--- src/rtl/seq_detect_pkg.sv ---
// Shared types and default sizes for the programmable sequence detector.
package seq_detect_pkg;

  localparam int unsigned DEF_PAT_W = 4;
  localparam int unsigned DEF_CNT_W = 8;

  // Fill-level of the history register: empty, partial, full.
  typedef enum logic [1:0] {
    IDLE    = 2'd0,
    FILLING = 2'd1,
    ARMED   = 2'd2
  } state_t;

endpackage

--- src/rtl/seq_detect_prog_sat_counter.sv ---
// Saturating up-counter with synchronous clear (clear wins over increment).
// Ports: clk, rst_n, inc (count one), clr (sync clear), q (count), sat (q is all-ones, combinational).
module sat_counter #(
  parameter int unsigned W = 8
) (
  input  logic         clk,
  input  logic         rst_n,
  input  logic         inc,
  input  logic         clr,
  output logic [W-1:0] q,
  output logic         sat
);

  assign sat = &q;

  always_ff @(posedge clk or negedge rst_n) begin
    if (!rst_n) begin
      q <= '0;
    end else if (clr) begin
      q <= '0;
    end else if (inc && !sat) begin
      q <= q + W'(1);
    end
  end

endmodule

--- src/rtl/seq_detect_prog.sv ---
// Programmable serial bit-pattern detector with overlap control and match counter.
// Ports: clk, rst_n (async, active low), in_valid/s (qualified serial bit),
//        pat_load/pat_in (new pattern, MSB first in time), overlap_en, cnt_clr,
//        match (registered one-cycle pulse), match_cnt (saturating), cnt_sat.
module seq_detect_prog
  import seq_detect_pkg::*;
#(
  parameter int unsigned       PAT_W   = DEF_PAT_W,
  parameter logic [PAT_W-1:0]  PAT_RST = 4'b1101,
  parameter int unsigned       CNT_W   = DEF_CNT_W
) (
  input  logic             clk,
  input  logic             rst_n,
  input  logic             in_valid,
  input  logic             s,
  input  logic             pat_load,
  input  logic [PAT_W-1:0] pat_in,
  input  logic             overlap_en,
  input  logic             cnt_clr,
  output logic             match,
  output logic [CNT_W-1:0] match_cnt,
  output logic             cnt_sat
);

  localparam int unsigned      FILL_W    = $clog2(PAT_W + 1);
  localparam logic [FILL_W-1:0] FILL_FULL = FILL_W'(PAT_W);

  state_t             state_q, state_d;
  logic [PAT_W-1:0]   pat_q, pat_d;
  logic [PAT_W-1:0]   hist_q, hist_d, hist_shift;
  logic [FILL_W-1:0]  fill_q, fill_d, fill_inc;
  logic               hit;

  // State, pattern, history and match pulse registers.
  always_ff @(posedge clk or negedge rst_n) begin
    if (!rst_n) begin
      state_q <= IDLE;
      pat_q   <= PAT_RST;
      hist_q  <= '0;
      fill_q  <= '0;
      match   <= 1'b0;
    end else begin
      state_q <= state_d;
      pat_q   <= pat_d;
      hist_q  <= hist_d;
      fill_q  <= fill_d;
      match   <= hit;
    end
  end

  // Next-state: load beats sampling; a non-overlapping hit restarts the fill.
  always_comb begin
    state_d    = state_q;
    pat_d      = pat_q;
    hist_d     = hist_q;
    fill_d     = fill_q;
    hit        = 1'b0;
    hist_shift = {hist_q[PAT_W-2:0], s};
    fill_inc   = (state_q == ARMED) ? fill_q : fill_q + FILL_W'(1);

    if (pat_load) begin
      pat_d   = pat_in;
      hist_d  = '0;
      fill_d  = '0;
      state_d = IDLE;
    end else if (in_valid) begin
      hist_d  = hist_shift;
      fill_d  = fill_inc;
      state_d = (fill_inc == FILL_FULL) ? ARMED : FILLING;
      hit     = (fill_inc == FILL_FULL) && (hist_shift == pat_q);
      if (hit && !overlap_en) begin
        fill_d  = '0;
        state_d = IDLE;
      end
    end
  end

  sat_counter #(.W(CNT_W)) u_cnt (
    .clk   (clk),
    .rst_n (rst_n),
    .inc   (hit),
    .clr   (cnt_clr),
    .q     (match_cnt),
    .sat   (cnt_sat)
  );

endmodule

--- config.mk ---
export PLATFORM = sky130hd
export DESIGN_NAME = seq_detect_prog
export DESIGN_NICKNAME = d
export VERILOG_FILES = /design/src/rtl/seq_detect_pkg.sv /design/src/rtl/seq_detect_prog_sat_counter.sv /design/src/rtl/seq_detect_prog.sv
export SDC_FILE = /design/constraint.sdc
export NUM_CORES = 1
export LEC_CHECK = 0
export CELL_PAD_IN_SITES_DETAIL_PLACEMENT = 1
export CELL_PAD_IN_SITES_GLOBAL_PLACEMENT = 2
export CORE_UTILIZATION = 32
export CTS_CLUSTER_SIZE = 25
export DETAILED_ROUTE_END_ITERATION = 16
export GPL_TIMING_DRIVEN = 0
export PLACE_DENSITY_LB_ADDON = 0.2
export SLEW_MARGIN = 20
export SYNTH_ARGS = -nofsm -noshare
export SYNTH_HDL_FRONTEND = slang
export SYNTH_SLANG_ARGS = --single-unit
--- constraint.sdc ---
create_clock -name clk -period 2.5 [get_ports clk]
set_input_delay 0.375 -clock clk [delete_from_list [all_inputs] [get_ports clk]]
set_output_delay 0.375 -clock clk [all_outputs]
set_load 0.05 [all_outputs]
==> results summary <==
The flow ran to the end, and the final reports show no timing, DRC or antenna violations. VDD sags by at most roughly 0.20 mV. The summed instance area of the synthesized netlist is 1120 sq um. The top-level I/O count came out at 21.

The worst hold slack after final layout came out at 11.2 ps. The average via count per standard cell came out at around 5.2. The power density over the cells came out at about 440 nW/um^2. The height of the chip is just over 60 um. The worst setup path is of the reg -> reg kind. The data arrival at the endpoint of the critical path came out at 2590 ps.

The total of warnings raised by yosys is 0. The path class of the tightest hold or removal check is in -> async. Buffers placed on the I/O ports in this run total 19.

Adding up every negative setup slack in the final design gives 0 ps. The relative slew slack is approximately two thirds. The first-pass detailed-route iteration total is 3.

STA classifies the critical path endpoint as a flop. The total power draw is 0.000610 W. The netlist uses 37 different library cells. The tool flagged a number of max-cap violations equal to 0. The clock network latency to the later pin of the worst-skew pair is 300 ps. The data required time at the worst endpoint came out at ~2700 ps. The net count of the finished layout is 146. The residual DRC count came out at 0. The maximum root-to-sink buffer count came out at 2. The number of failing hold endpoints at the final stage came to 0. The via count of the first global-routing pass came to around 940.

The HPWL after detailed placement is ~2.0 mm. STA classifies the critical path startpoint as a flop. The width of the die came out at just over 60 um. Counting flops and latches in the post-synthesis netlist gives 21. The total setup violations reported at the end of the flow came out at 0. The placer congestion estimate is about 0.69.

The setup clock skew after layout is approximately 9.2 ps. Counting tap cells, the placed design contains a total of roughly 170 instances. The slack of the worst reg-to-reg path came out at about 150 ps. The net count of the mapped netlist came out at about 120. The growth of design area from synthesis to finish is 23.6%. The average instance in the mapped netlist occupies ~10 sq um.

The biggest area consumer among synthesized cells is sky130_fd_sc_hd__dfrtp_1. The via count of the routed design is 932. The effective utilization at floorplan is around 34%. On the worst path, the slowest cell contributes a delay of between 400 and 500 ps. The share of the Yosys chip area taken by registers is between 40% and 50%.

The slowest stage of the critical path is the sky130_fd_sc_hd__or4_1 cell. The total routing usage reported by global routing is 16.1%. The post-place setup slack came out at -81.6 ps. TritonCTS built the clock tree.

The number of rows in the core area is 21. The number of CTS-inserted buffers came out at 3. Walking the worst path, the cells encountered are ha_1 -> inv_1 -> or3_4 -> a2111o_1 -> buf_6 -> or4_1 -> a21oi_1. The worst path in the final design needs a cycle of 2350 ps, including I/O delays and setup. The leakage component of the power is 0.532 nW. The area of the die is 3740 sq um. The largest net degree at the start of global routing is 22.

The number of antenna violations at the first check in global routing came to 0. The worst register-to-register path begins at fill_q[0]$_DFFE_PN0P_. Setup repair after global routing left no endpoint under its margin. The sum of buffers and inverters on the critical path came out at 2. The maximum clock frequency came out at approximately 420 MHz. Counting every sink on the clock net gives 21. The first global-routing pass estimated ~4.5 mm of wire. The slew at the pin with the worst max-slew slack came out at slightly above 500 ps.

Yosys attributes the largest share of cell area to sky130_fd_sc_hd__dfrtp_1 (40%), sky130_fd_sc_hd__dfstp_2 (7.0%), sky130_fd_sc_hd__a21oi_1 (4.5%), sky130_fd_sc_hd__mux2_2 (4.0%), sky130_fd_sc_hd__xnor2_1 (3.1%). The root buffer cell chosen for the clock tree is sky130_fd_sc_hd__clkbuf_4. The clock edge transition at the registers on the reported setup and hold paths is about 130 ps. The top cell type by area accounts for 40.2% of the synthesized area.

Among cell families on the critical path, the largest total delay comes from simple AND/OR/NAND/NOR gates. The detail route stage leaves a number of antenna-violating nets equal to 0. The detail-routed net length per standard cell is ~15 um. The starting DRC count in detailed routing is 26. The final critical-path setup slack came out at about 150 ps. In the final layout, the share of cells above drive strength 1 is 11.4%. The endpoint identified for the worst register-to-register timing path is u_cnt.q[5]$_DFFE_PN0P_. Summed over all layers, the global routing overflow is 0.

Synthesis produced a netlist whose cell count is around 110. The post-route fraction of the period consumed by the critical path came out at 94.1%. The number of inserted diodes is 0. The largest driver fanout on the critical path is 10. After detailed routing, the total wire length is 2.73 mm. The number of cells in the finished layout apart from fillers came out at 178.

The number of buffers inserted for hold repair after clock tree synthesis came out at 0. The worst reg-to-reg path cell count came out at 7. The deepest level of the CTS H-tree is 1.

The number of pins with negative max-slew slack in the final report came out at 0. The core region is between 3000 and 4000 sq um.
## synth_stat cells (all sizes together)
master and number:
nand3 5, buf 3, mux2 4, nor2b 3
a311oi 3, nor2 9, o41ai 1, xnor2 4
o21ai 4, or3 3, clkbuf 1, xor2 2
nand4 2, nand4bb 1, a31oi 2, and4 2
a21oi 10, mux2i 3, o31ai 2, nand2b 2
dfrtp 18, nor3 1, nand3b 2, nor4b 1
a211oi 1, o32ai 1, or4 2, and2 1
nand2 4, inv 3, ha 2, a2111o 1
a21o 1, dfstp 3, or2b 2
## layout by cell type (no fill, tap or decap), drive strengths merged, types with 3 or more instances in the layout
cell	count
mux2i	3
mux2	4
clkdlybuf4s50	17
dfrtp	18
buf	4
nor2b	3
o21ai	4
nor2	9
or3	3
dfstp	3
clkbuf	6
a21oi	10
nand3	5
nand2	4
xnor2	4
a311oi	3
inv	3
## what timing repair did
action / CTS / global route
gates resized for setup: 1 / 2
hold endpoints to repair: 0 / 0
pin swaps: 0 / 0
setup buffers: 0 / 0
setup endpoints to repair: 1 / 1
## area by class of cell
type,instances,area [sq um]
Buffer,4,22.5
Clock buffer,4,26.3
Fill cell,403,1950
Inverter,3,11.3
Multi-Input combinational cell,81,557
Sequential cell,21,529
Tap cell,46,57.6
Timing Repair Buffer,19,180
## kinds of logic after synthesis
kind of cell | Yosys count | synth area share [%]
multiplexers | 7 | 6.70
adder cells (fa/ha/maj) | 2 | 2.23
XOR/XNOR | 6 | 4.69
AO/OA/AOI/OAI | 26 | 15.1
buffers and inverters | 7 | 3.02
AND/OR/NAND/NOR | 40 | 21.0
flip-flops | 21 | 47.3
## flip-flops by register name (all words and copies together), names as in the netlist
| register | count |
|---|---|
| match | 1 |
| hist_q | 3 |
| u_cnt.q | 8 |
| pat_q | 4 |
| fill_q | 3 |
| state_q | 2 |
## how the worst max path moves through the flow
stage / depth (start not counted) / startpoint / slack, ps / endpoint
global route: 7 / fill_q[0]$_DFFE_PN0P_ / 50 / u_cnt.q[5]$_DFFE_PN0P_
finish: 7 / fill_q[0]$_DFFE_PN0P_ / 150 / u_cnt.q[5]$_DFFE_PN0P_
global placement: 7 / s / -40 / u_cnt.q[5]$_DFFE_PN0P_
floorplan: 5 / u_cnt.q[3]$_DFFE_PN0P_ / 100 / u_cnt.q[1]$_DFFE_PN0P_
CTS: 4 / u_cnt.q[3]$_DFFE_PN0P_ / 0.3 / cnt_sat
detailed placement: 7 / s / -80 / u_cnt.q[5]$_DFFE_PN0P_
## per-layer routing
metal / GRT usage (%) / routed length [um] / vias up
met5: 0 / 0 / -
met4: 5.19 / 19 / 0
met3: 2.31 / 74 / 2
met2: 26.4 / 1290 / 15
met1: 21.9 / 1350 / 469
li1: - / - / 446
## metrics by stage
step | utilization (%) | area (sq um)
floorplan | - | 1120
global placement | 41.0 | 1370
detailed placement | 41.0 | 1370
CTS | 41.7 | 1390
global route | 41.5 | 1380
finish | 41.5 | 1380
## power by group
part	leakage (nW)	total (W)	internal, W	switching (W)
clock	0.0150	0.000170	0.0000621	0.000107
sequential	0.277	0.000367	0.000356	0.0000114
combinational	0.240	0.0000733	0.0000355	0.0000378
total	0.532	0.000610	0.000453	0.000157
Power figures use the tool's default switching activity.
